$ cat src/rtl/rect_fill_pkg.sv
// rect_fill_pkg: shared types and constants for the rectangle filler.
//   fill_mode_e      : colour mode selector (SOLID, COLS, ROWS, CHECKER)
//   state_e          : controller states (IDLE, SETUP, FILL, DONE)
//   DEFAULT_SCREEN_W : default screen width in pixels
//   DEFAULT_SCREEN_H : default screen height in pixels
package rect_fill_pkg;

    typedef enum logic [1:0] {
        SOLID   = 2'd0,
        COLS    = 2'd1,
        ROWS    = 2'd2,
        CHECKER = 2'd3
    } fill_mode_e;

    typedef enum logic [1:0] {
        IDLE  = 2'd0,
        SETUP = 2'd1,
        FILL  = 2'd2,
        DONE  = 2'd3
    } state_e;

    localparam int DEFAULT_SCREEN_W = 160;
    localparam int DEFAULT_SCREEN_H = 120;

endpackage

$ cat src/rtl/rect_fill_if.sv
// rect_fill_if: request/handshake and plot bus between the drawing
// controller (master) and the rectangle filler (slave).
//   start, x0, x1, y0, y1, mode, colour : request from the controller
//   busy, done                          : status back to the controller
//   vga_x, vga_y, vga_colour, vga_plot  : pixel stream to the VGA adapter
interface rect_fill_if #(
    parameter int X_W      = 8,
    parameter int Y_W      = 7,
    parameter int COLOUR_W = 3
);
    import rect_fill_pkg::*;

    logic                start;
    logic [X_W-1:0]      x0;
    logic [X_W-1:0]      x1;
    logic [Y_W-1:0]      y0;
    logic [Y_W-1:0]      y1;
    fill_mode_e          mode;
    logic [COLOUR_W-1:0] colour;
    logic                busy;
    logic                done;
    logic [X_W-1:0]      vga_x;
    logic [Y_W-1:0]      vga_y;
    logic [COLOUR_W-1:0] vga_colour;
    logic                vga_plot;

    modport master (
        output start, x0, x1, y0, y1, mode, colour,
        input  busy, done, vga_x, vga_y, vga_colour, vga_plot
    );

    modport slave (
        input  start, x0, x1, y0, y1, mode, colour,
        output busy, done, vga_x, vga_y, vga_colour, vga_plot
    );

endinterface

$ cat src/rtl/rect_fill_scan_counter_2d.sv
// scan_counter_2d: column-major raster counter over [xl..xh] x [yl..yh].
//   clk, rst_n : clock, synchronous active-low reset
//   load       : jump to (xl, yl)
//   step       : advance one pixel (y fastest, wraps to yl and bumps x)
//   xl,xh,yl,yh: inclusive bounds, must be stable while stepping
//   x, y       : current position
//   last       : current position is (xh, yh)
module scan_counter_2d #(
    parameter int X_W = 8,
    parameter int Y_W = 7
) (
    input  logic           clk,
    input  logic           rst_n,
    input  logic           load,
    input  logic           step,
    input  logic [X_W-1:0] xl,
    input  logic [X_W-1:0] xh,
    input  logic [Y_W-1:0] yl,
    input  logic [Y_W-1:0] yh,
    output logic [X_W-1:0] x,
    output logic [Y_W-1:0] y,
    output logic           last
);

    assign last = (x == xh) && (y == yh);

    always_ff @(posedge clk) begin
        if (!rst_n) begin
            x <= '0;
            y <= '0;
        end else if (load) begin
            x <= xl;
            y <= yl;
        end else if (step && !last) begin
            // Column wrap costs no extra cycle: reload y and bump x together.
            if (y == yh) begin
                y <= yl;
                x <= x + X_W'(1);
            end else begin
                y <= y + Y_W'(1);
            end
        end
    end

endmodule

$ cat src/rtl/rect_fill.sv
// rect_fill: raster-scans an axis-aligned rectangle and emits one plot
// request per cycle towards the VGA adapter.
//   clk, rst_n : clock, synchronous active-low reset
//   bus        : rect_fill_if.slave
//                request  start (level, held until done), x0/x1, y0/y1
//                         (corners, any order), mode, colour
//                status   busy (SETUP/FILL), done (fill complete)
//                pixels   vga_x, vga_y, vga_colour, vga_plot (registered)
// Optional feature macro: RECT_FILL_CLIP_EN -- clamps corners to the
// screen during SETUP so no off-screen pixel is ever plotted.
module rect_fill
    import rect_fill_pkg::*;
#(
    parameter int SCREEN_W = DEFAULT_SCREEN_W,
    parameter int SCREEN_H = DEFAULT_SCREEN_H,
    parameter int X_W      = 8,
    parameter int Y_W      = 7,
    parameter int COLOUR_W = 3
) (
    input  logic       clk,
    input  logic       rst_n,
    rect_fill_if.slave bus
);

    state_e              state;
    logic [X_W-1:0]      rx0, rx1;
    logic [Y_W-1:0]      ry0, ry1;
    fill_mode_e          rmode;
    logic [COLOUR_W-1:0] rcolour;
    // Set when the pixel currently on the outputs is the final one.
    logic                vga_last;

    logic [X_W-1:0]      ax0, ax1, xl, xh;
    logic [Y_W-1:0]      ay0, ay1, yl, yh;
    logic [X_W-1:0]      cnt_x;
    logic [Y_W-1:0]      cnt_y;
    logic                cnt_last;
    logic [COLOUR_W-1:0] nxt_colour;

    // Bounds are derived from the captured request, which is frozen
    // outside IDLE, so they stay valid for the whole scan.
    always_comb begin
        ax0 = rx0;
        ax1 = rx1;
        ay0 = ry0;
        ay1 = ry1;
`ifdef RECT_FILL_CLIP_EN
        if (int'(rx0) >= SCREEN_W) ax0 = X_W'(SCREEN_W - 1);
        if (int'(rx1) >= SCREEN_W) ax1 = X_W'(SCREEN_W - 1);
        if (int'(ry0) >= SCREEN_H) ay0 = Y_W'(SCREEN_H - 1);
        if (int'(ry1) >= SCREEN_H) ay1 = Y_W'(SCREEN_H - 1);
`endif
        xl = (ax0 < ax1) ? ax0 : ax1;
        xh = (ax0 < ax1) ? ax1 : ax0;
        yl = (ay0 < ay1) ? ay0 : ay1;
        yh = (ay0 < ay1) ? ay1 : ay0;
    end

    scan_counter_2d #(
        .X_W (X_W),
        .Y_W (Y_W)
    ) u_scan (
        .clk   (clk),
        .rst_n (rst_n),
        .load  (state == SETUP),
        .step  (state == FILL && !vga_last),
        .xl    (xl),
        .xh    (xh),
        .yl    (yl),
        .yh    (yh),
        .x     (cnt_x),
        .y     (cnt_y),
        .last  (cnt_last)
    );

    // Colour follows the counter position that is about to be registered,
    // so vga_colour lines up with vga_x/vga_y.
    always_comb begin
        nxt_colour = rcolour;
        case (rmode)
            SOLID:   nxt_colour = rcolour;
            COLS:    nxt_colour = COLOUR_W'(cnt_x);
            ROWS:    nxt_colour = COLOUR_W'(cnt_y);
            CHECKER: nxt_colour = (cnt_x[3] ^ cnt_y[3]) ? '0 : rcolour;
            default: nxt_colour = rcolour;
        endcase
    end

    always_ff @(posedge clk) begin
        if (!rst_n) begin
            state          <= IDLE;
            rx0            <= '0;
            rx1            <= '0;
            ry0            <= '0;
            ry1            <= '0;
            rmode          <= SOLID;
            rcolour        <= '0;
            vga_last       <= 1'b0;
            bus.busy       <= 1'b0;
            bus.done       <= 1'b0;
            bus.vga_x      <= '0;
            bus.vga_y      <= '0;
            bus.vga_colour <= '0;
            bus.vga_plot   <= 1'b0;
        end else begin
            case (state)
                IDLE: begin
                    if (bus.start) begin
                        rx0      <= bus.x0;
                        rx1      <= bus.x1;
                        ry0      <= bus.y0;
                        ry1      <= bus.y1;
                        rmode    <= bus.mode;
                        rcolour  <= bus.colour;
                        bus.busy <= 1'b1;
                        state    <= SETUP;
                    end
                end
                SETUP: begin
                    bus.vga_x <= xl;
                    bus.vga_y <= yl;
                    vga_last  <= 1'b0;
                    state     <= FILL;
                end
                FILL: begin
                    if (vga_last) begin
                        // Final pixel has been presented; coordinates hold.
                        bus.vga_plot <= 1'b0;
                        bus.busy     <= 1'b0;
                        bus.done     <= 1'b1;
                        vga_last     <= 1'b0;
                        state        <= DONE;
                    end else begin
                        bus.vga_x      <= cnt_x;
                        bus.vga_y      <= cnt_y;
                        bus.vga_colour <= nxt_colour;
                        bus.vga_plot   <= 1'b1;
                        vga_last       <= cnt_last;
                    end
                end
                DONE: begin
                    if (!bus.start) begin
                        bus.done <= 1'b0;
                        state    <= IDLE;
                    end
                end
                default: state <= IDLE;
            endcase
        end
    end

endmodule

$ cat src/flat_wrapper.sv
// flat-port wrapper written by rule: the top's interface ports become plain ports
module rect_fill_flat import rect_fill_pkg::*;
#(
    parameter int SCREEN_W = DEFAULT_SCREEN_W,
    parameter int SCREEN_H = DEFAULT_SCREEN_H,
    parameter int X_W      = 8,
    parameter int Y_W      = 7,
    parameter int COLOUR_W = 3
)
  (clk, rst_n, bus_start, bus_x0, bus_x1, bus_y0, bus_y1, bus_mode, bus_colour, bus_busy, bus_done, bus_vga_x, bus_vga_y, bus_vga_colour, bus_vga_plot);
  rect_fill_if #(.X_W(X_W), .Y_W(Y_W), .COLOUR_W(COLOUR_W)) bus_i ();
  input  logic clk;
  input  logic rst_n;
  input wire logic [$bits(bus_i.start)-1:0] bus_start;
  input wire logic [$bits(bus_i.x0)-1:0] bus_x0;
  input wire logic [$bits(bus_i.x1)-1:0] bus_x1;
  input wire logic [$bits(bus_i.y0)-1:0] bus_y0;
  input wire logic [$bits(bus_i.y1)-1:0] bus_y1;
  input wire logic [$bits(bus_i.mode)-1:0] bus_mode;
  input wire logic [$bits(bus_i.colour)-1:0] bus_colour;
  output wire logic [$bits(bus_i.busy)-1:0] bus_busy;
  output wire logic [$bits(bus_i.done)-1:0] bus_done;
  output wire logic [$bits(bus_i.vga_x)-1:0] bus_vga_x;
  output wire logic [$bits(bus_i.vga_y)-1:0] bus_vga_y;
  output wire logic [$bits(bus_i.vga_colour)-1:0] bus_vga_colour;
  output wire logic [$bits(bus_i.vga_plot)-1:0] bus_vga_plot;
  assign bus_i.start = bus_start;
  assign bus_i.x0 = bus_x0;
  assign bus_i.x1 = bus_x1;
  assign bus_i.y0 = bus_y0;
  assign bus_i.y1 = bus_y1;
  assign bus_i.mode = bus_mode;
  assign bus_i.colour = bus_colour;
  assign bus_busy = bus_i.busy;
  assign bus_done = bus_i.done;
  assign bus_vga_x = bus_i.vga_x;
  assign bus_vga_y = bus_i.vga_y;
  assign bus_vga_colour = bus_i.vga_colour;
  assign bus_vga_plot = bus_i.vga_plot;
  rect_fill #(.SCREEN_W(SCREEN_W), .SCREEN_H(SCREEN_H), .X_W(X_W), .Y_W(Y_W), .COLOUR_W(COLOUR_W)) u_core (.clk(clk), .rst_n(rst_n), .bus(bus_i));
endmodule
$ cat config.mk
export PLATFORM = sky130hd
export DESIGN_NAME = rect_fill_flat
export DESIGN_NICKNAME = d
export VERILOG_FILES = /design/src/rtl/rect_fill_pkg.sv /design/src/rtl/rect_fill_if.sv /design/src/rtl/rect_fill_scan_counter_2d.sv /design/src/rtl/rect_fill.sv /design/src/flat_wrapper.sv
export SDC_FILE = /design/constraint.sdc
export NUM_CORES = 1
export LEC_CHECK = 0
export ABC_CLOCK_PERIOD_IN_PS = 3550
export BUFFER_PORTS_ARGS = -buffer_cell sky130_fd_sc_hd__buf_2
export CELL_PAD_IN_SITES_DETAIL_PLACEMENT = 1
export CELL_PAD_IN_SITES_GLOBAL_PLACEMENT = 2
export CORE_ASPECT_RATIO = 0.7
export CORE_MARGIN = 2
export CORE_UTILIZATION = 35
export DETAILED_ROUTE_END_ITERATION = 7
export PLACE_DENSITY = 0.9
export SLEW_MARGIN = 5
export SYNTH_ARGS = -nofsm -noshare
export SYNTH_HDL_FRONTEND = slang
export SYNTH_HIERARCHICAL = 1
export SYNTH_SLANG_ARGS = --single-unit
export TNS_END_PERCENT = 20
$ cat constraint.sdc
create_clock -name clk -period 3.55 [get_ports clk]
set_input_delay 0.71 -clock clk [delete_from_list [all_inputs] [get_ports clk]]
set_output_delay 0.71 -clock clk [all_outputs]
set_load 0.02 [all_outputs]
==> impl_metrics.py, run 1 <==
metrics = {
    "timing": {
        "sum_of_negative_setup_slack_ns": 0,
        "max_freq_mhz": 295.4,
        "drv_slew": 0,
        "report.final.setup_viol": 0,
        "portion_of_the_clock_cycle_consumed_by_the_worst_path_in_the_final_layout": 0.9535,
        "worst_pin_slew_ns": 1.188,
        "final.setup_skew_ns": 0.008918,
        "grt_setup_unrepaired": "yes",
        "fin_crit_ns": 3.385,
        "final-hold-violation-count": 0,
        "fin_ws_ns": 0.1651,
        "finalHoldWorstSlack_ns": 0.4790,
        "maxSlewHeadroom": 0.2061,
    },
    "layout": {
        "fin_nets": 645,
        "area_growth_syn_to_layout_pct": 18.03,
        "post_route_cells_drive_above_1_share": 0.2293,
        "n_antenna_cell": 0,
        "layout.cells.most_common": "sky130_fd_sc_hd__nand2_1",
        "layout.cells.most_common_list": "sky130_fd_sc_hd__nand2_1 (97), sky130_fd_sc_hd__dfxtp_1 (74), sky130_fd_sc_hd__buf_2 (58)",
    },
    "power_and_ir_drop": {
        "worst_ir_drop_vdd_mv": 0.2811,
        "p_leak_nw": 2.082,
        "power_per_cell_area_nw_per_um2": 905.9,
    },
    "worst_setup_path": {
        "ff2ff_setup_slack_ns": 0.17,
        "endpoint_kind": "register",
        "timing.critical_path.max_delay_family": "simple AND/OR/NAND/NOR gates",
        "path_cells": "inv_1, ha_1, and3_1, o21ai_0, o311ai_2, buf_12, o21ai_0, xor2_1, nor4_4, nand2_1, nor2_1, nand3_1, mux2_2, nor2_1",
        "arrival_ns": 3.67,
        "crit-reg2reg-capture": "u_core/vga_last",
        "worstSetupStartpointType": "register",
        "cpMaxStageDelayCell": "sky130_fd_sc_hd__nor4_4",
        "critPathRequiredTime_ns": 3.84,
        "worst-r2r-cell-count": 14,
        "path_max_fanout": 23,
        "crit_type": "reg -> reg",
        "r2r_start": "u_core/ax1[6]",
        "critical_path.max_stage_delay_ns": 0.54,
        "critical_path_buf_inv_count": 2,
    },
    "clock_network": {
        "deepest_level_of_the_cts_h_tree": 3,
        "cts.path.max_buffers": 2,
        "postCtsSetupRepairBufs": 0,
        "clk_transition_reported_paths_ns": 0.06,
        "tritoncts": "yes",
        "cts.sinks": 74,
        "cts.hold.buffers_added": 0,
        "clockRootBuffer": "sky130_fd_sc_hd__clkbuf_16",
        "clock_latency_reported_for_the_late_side_of_the_worst_skew_pair_ns": 0.35,
        "cts_buffers": 9,
    },
    "yosys": {
        "postSynth.asyncResetShare": 0,
        "synthDominantAreaCellType": "sky130_fd_sc_hd__dfxtp_1",
        "synth_area_leaders": "sky130_fd_sc_hd__dfxtp_1 (33%), sky130_fd_sc_hd__nand2_1 (8.2%), sky130_fd_sc_hd__a21oi_1 (6.0%)",
        "syn_nets": 589,
        "synth.cell_area_um2": 4442,
        "postSynth.topFlopCell": "sky130_fd_sc_hd__dfxtp_1",
        "synth.avg_cell_area_um2": 8.349,
        "synthesis.instances": 532,
        "synth_sequential_area_ratio": 0.3335,
        "yosysWarningCount": 6,
        "synth_largest_type_area_fraction": 0.3335,
        "postSynthRegisterBits": 74,
        "number_of_enable_type_register_cells_in_the_synthesized_netlist": 0,
        "synth.distinct_cells": 66,
    },
    "place": {
        "finalWeightedCongestion": 0.8789,
        "dp_hpwl_um": 10740,
        "pre_cts_slack_ns": 0.1814,
        "port_buffers": 58,
    },
    "grt": {
        "met3_track_demand_over_resource_in_global_routing": 0.05002,
        "grt.met1_usage": 0.3188,
        "global_route.peak_usage_layer": "met2",
        "first_global_vias": 4280,
        "antenna_found_initial": 0,
        "global_route_wire_length_before_repair_um": 23180,
        "grt-ovfl-total": 0,
        "grt_start_max_net_pins": 36,
        "globalRouteTotalUtil": 0.2174,
        "grtUsageMet2": 0.3237,
    },
    "drt": {
        "drc": 0,
        "routed-via-count": 4195,
        "via_per_inst": 5.556,
        "drt_iter0_drc": 231,
        "wire_length_per_cell_after_detailed_routing_um": 19.33,
        "wirelength_um": 14600,
        "drt_pass1_iterations": 5,
        "route.antenna.remaining_nets": 0,
    },
    "hold_path": {
        "min-delay-start": "u_core/ax1[1]",
        "min_delay_path_depth": 2,
        "worst_hold_endpoint": "u_core/ax1[1]",
        "holdCritPathClass": "reg -> reg",
    },
    "die": {
        "floorplan.core_area_um2": 12420,
        "rows": 34,
        "boundaryPins": 59,
        "dieHeight_um": 98.25,
        "die-width_um": 138.6,
        "initial_core_util": 0.3576,
        "design.die.area_um2": 13620,
    },
    "status": {
        "run_status": "finished clean",
    },
    "run": {
        "cap_violations": 0,
    },
}
[final cells by class]
class	instances	area, um2
clock inverter	6	72.57
fill	1513	7179
multi-input combinational	401	2715
timing repair buffer	75	430.4
sequential	74	1481
tap	162	202.7
clock buffer	10	239.0
inverter	27	101.3
[per-layer routing]
metal | part of all wire | vias to the layer above
met5 | 0 | -
met4 | 0.010 | 0
met3 | 0.053 | 10
li1 | - | 2022
met2 | 0.43 | 111
met1 | 0.51 | 2052
[how the worst max path moves through the flow]
stage	from	endpoint	slack (ns)	cells after the start
finish	u_core/ax1[6]	u_core/vga_last	0.17	14
floorplan	u_core/ax1[6]	u_core/u_scan/y[1]	0.44	12
detailed placement	u_core/ay1[2]	u_core/u_scan/x[7]	0.18	12
CTS	u_core/ay1[2]	u_core/u_scan/x[7]	0.16	12
global route	u_core/ay1[2]	u_core/u_scan/x[7]	-0.05	12
global placement	u_core/ay1[2]	u_core/u_scan/x[7]	0.22	12
[worst min-delay path, cell delays in order (launching register included)]
cell and delay [ns]:
sky130_fd_sc_hd__dfxtp_1 0.32, sky130_fd_sc_hd__nand2_1 0.06, sky130_fd_sc_hd__a21oi_1 0.05
[repair_timing]
action | in CTS | in global routing
hold endpoints to repair | 0 | 0
gates resized for setup | 0 | 2
endpoints found under the setup margin | 0 | 6
[sequential cells by signal, indices dropped and copies added (netlist names)]
signal and count:
u_core/bus.done 1, u_core/ax0 8, u_core/u_scan/x 8, u_core/bus.vga_plot 1, u_core/bus.vga_x 8, u_core/state 2
u_core/ay0 7, u_core/bus.busy 1, u_core/bus.vga_colour 3, u_core/bus.vga_y 7, u_core/vga_last 1, u_core/ay1 7
u_core/rmode 2, u_core/rcolour 3, u_core/u_scan/y 7, u_core/ax1 8
[cell families (layout without fill, tap and decap cells)]
family,Yosys count,count (layout),synth area share
buf+inv,57,118,0.05577
xor+xnor,20,20,0.03944
simple gates,173,173,0.1876
flops,74,74,0.3335
fa+ha+maj,19,19,0.05352
mux,28,28,0.07268
compound gates,161,161,0.2575
[synthesized netlist by cell type (8+ instances only)]
cell type and number:
sky130_fd_sc_hd__a211oi_1 11, sky130_fd_sc_hd__a21oi_1 53, sky130_fd_sc_hd__clkbuf_1 15, sky130_fd_sc_hd__dfxtp_1 74, sky130_fd_sc_hd__ha_1 19, sky130_fd_sc_hd__inv_1 26, sky130_fd_sc_hd__mux2_2 18, sky130_fd_sc_hd__nand2_1 97
sky130_fd_sc_hd__nand3_1 18, sky130_fd_sc_hd__nor2_1 15, sky130_fd_sc_hd__nor2b_1 10, sky130_fd_sc_hd__o21ai_0 29, sky130_fd_sc_hd__xnor2_1 12, sky130_fd_sc_hd__xor2_1 8
[per-stage QoR]
stage	cell area, um2	util	total power [mW]	std cells
2_1_floorplan	4442	-	3.040	532
3_3_place_gp	4928	0.3968	3.640	739
3_5_place_dp	4928	0.3968	3.730	739
4_1_cts	5240	0.4218	4.721	755
5_1_grt	5243	0.4220	5.039	755
6_report	5243	0.4220	4.749	755
[power by group]
| group | switching [mW] | total, mW | internal (mW) |
|---|---|---|---|
| clock | 0.399 | 0.970 | 0.571 |
| sequential | 0.247 | 1.27 | 1.02 |
| combinational | 1.56 | 2.51 | 0.947 |
| total | 2.21 | 4.75 | 2.54 |
Note: power is estimated with default switching activity, not from simulation.
==> inputs of run 2 (changes only) <==
RECOVER_POWER = 50   (was unset)
==> impl_metrics.py, run 2 (same netlist as run 1, synthesis figures left out) <==
metrics = {
    "status": {
        "run_status": "finished clean",
    },
    "power_and_ir_drop": {
        "seq_power_share": 0.269,
        "pwr-share-comb": 0.527,
        "switchingPower_mw": 2.202,
        "power_per_cell_area_nw_per_um2": 907.2,
        "worst_ir_drop_vdd_mv": 0.2769,
        "clkPwrFrac": 0.204,
        "p_leak_nw": 1.987,
        "switching_share": 0.4658,
        "p_int_mw": 2.525,
    },
    "grt": {
        "global_route_wire_length_before_repair_um": 23180,
        "grt_start_max_net_pins": 36,
        "antenna_found_initial": 0,
        "globalRouteTotalUtil": 0.2174,
        "first_global_vias": 4280,
        "grt-ovfl-total": 0,
    },
    "drt": {
        "route.antenna.remaining_nets": 0,
        "drt_iter0_drc": 227,
        "drt_pass1_iterations": 5,
        "drc": 0,
        "routed-via-count": 4228,
        "wire_length_per_cell_after_detailed_routing_um": 19.36,
        "wirelength_um": 14620,
        "via_per_inst": 5.600,
    },
    "timing": {
        "worst_pin_slew_ns": 1.172,
        "max_freq_mhz": 292.4,
        "drv_slew": 0,
        "fin_crit_ns": 3.420,
        "final.setup_skew_ns": 0.007948,
        "grt_setup_unrepaired": "yes",
        "portion_of_the_clock_cycle_consumed_by_the_worst_path_in_the_final_layout": 0.9632,
        "maxSlewHeadroom": 0.2170,
        "report.final.setup_viol": 0,
        "finalHoldWorstSlack_ns": 0.4791,
        "final-hold-violation-count": 0,
    },
    "place": {
        "finalWeightedCongestion": 0.8789,
        "dp_hpwl_um": 10740,
        "place_area_um2": 4928,
        "placed_cells_incl_taps": 739,
        "port_buffers": 58,
    },
    "clock_network": {
        "clock_latency_reported_for_the_late_side_of_the_worst_skew_pair_ns": 0.35,
        "clockRootBuffer": "sky130_fd_sc_hd__clkbuf_16",
        "deepest_level_of_the_cts_h_tree": 3,
        "clk_transition_reported_paths_ns": 0.06,
        "tritoncts": "yes",
        "cts.sinks": 74,
        "cts.path.max_buffers": 2,
        "cts_buffers": 9,
        "cts.hold.buffers_added": 0,
    },
    "layout": {
        "fin_nets": 645,
        "num-fill-cells": 1524,
        "layout.cells.non_filler": 755,
        "layout.cells.most_common_list": "sky130_fd_sc_hd__nand2_1 (97), sky130_fd_sc_hd__dfxtp_1 (74), sky130_fd_sc_hd__a21oi_1 (53)",
        "final_cell_area_um2": 5211,
        "area_growth_syn_to_layout_pct": 17.32,
        "layout.cells.most_common": "sky130_fd_sc_hd__nand2_1",
        "n_antenna_cell": 0,
        "post_route_cells_drive_above_1_share": 0.1889,
    },
    "worst_setup_path": {
        "critPathRequiredTime_ns": 3.83,
        "crit_type": "reg -> reg",
        "critical_path.max_stage_delay_ns": 0.56,
        "path_cells": "inv_1, ha_1, and3_1, o21ai_0, o311ai_2, buf_12, o21ai_0, xor2_1, nor4_4, nand2_1, nor2_1, nand3_1, mux2_2, nor2_1",
        "path_max_fanout": 23,
        "worstSetupStartpointType": "register",
        "cpMaxStageDelayCell": "sky130_fd_sc_hd__nor4_4",
        "arrival_ns": 3.70,
        "endpoint_kind": "register",
        "ff2ff_setup_slack_ns": 0.13,
    },
    "run": {
        "cap_violations": 0,
    },
    "hold_path": {
        "holdCritPathClass": "reg -> reg",
    },
    "die": {
        "boundaryPins": 59,
        "dieHeight_um": 98.25,
        "rows": 34,
        "die-width_um": 138.6,
        "floorplan.core_area_um2": 12420,
        "design.die.area_um2": 13620,
        "initial_core_util": 0.3576,
    },
}
-- run 2: area by class of cell --
type | count | area, um2 | area share
Clock buffer | 10 | 239.0 | 0.04586
Clock inverter | 6 | 72.57 | 0.01393
Inverter | 27 | 101.3 | 0.01945
Multi-Input combinational cell | 401 | 2715 | 0.5210
Sequential cell | 74 | 1481 | 0.2843
Tap cell | 162 | 202.7 | 0.03890
Timing Repair Buffer | 75 | 399.1 | 0.07659
-- run 2: timing repair --
item                                    4_1_cts  5_1_grt
gates resized for setup                       0        2
endpoints found under the setup margin        0        6
setup buffers                                 0        0
-- run 2: worst paths after layout --
| kind | from | end | depth (start not counted) |
|---|---|---|---|
| worst min-delay path | u_core/ax1[1] | u_core/ax1[1] | 2 |
| worst max register to register | u_core/ax1[6] | u_core/vga_last | 14 |
| worst min register to register | u_core/ax1[1] | u_core/ax1[1] | 2 |
| worst max-delay path | u_core/ax1[6] | u_core/vga_last | 14 |
-- run 2: through the flow --
stage               TNS [ns]  setup WS, ns  total power [mW]    util
floorplan                  0        0.4369             3.040       -
detailed placement         0        0.1814             3.730  0.3968
finish                     0        0.1305             4.728  0.4195
global route        -0.09666      -0.05011             5.025  0.4195
global placement           0        0.2200             3.640  0.3968
CTS                        0        0.1633             4.721  0.4218
-- run 2: layer usage --
layer | global-route usage | vias up | part of all wire
met2 | 0.3237 | 131 | 0.43
met5 | 0 | - | 0
met1 | 0.3188 | 2065 | 0.50
met3 | 0.05002 | 10 | 0.061
met4 | 0.05206 | 0 | 0.010
li1 | - | 2022 | -
-- run 2: worst max-delay path: cells and delay by family (launching register included) --
family / cells / cell delay (ns)
AND/OR/NAND/NOR: 6 / 1.28
AO/OA/AOI/OAI: 3 / 0.72
flip-flops: 1 / 0.36
adder cells (fa/ha/maj): 1 / 0.30
multiplexers: 1 / 0.27
buffers and inverters: 2 / 0.26
XOR/XNOR: 1 / 0.17
-- run 2: power by group through the flow --
stage / clock [mW] / sequential (mW) / combinational (mW)
after floorplan: 0 / 1.26 / 1.78
after global placement: 0 / 1.27 / 2.37
after detailed placement: 0 / 1.29 / 2.44
after CTS: 0.981 / 1.27 / 2.47
after global routing: 1.02 / 1.30 / 2.70
final: 0.965 / 1.27 / 2.49
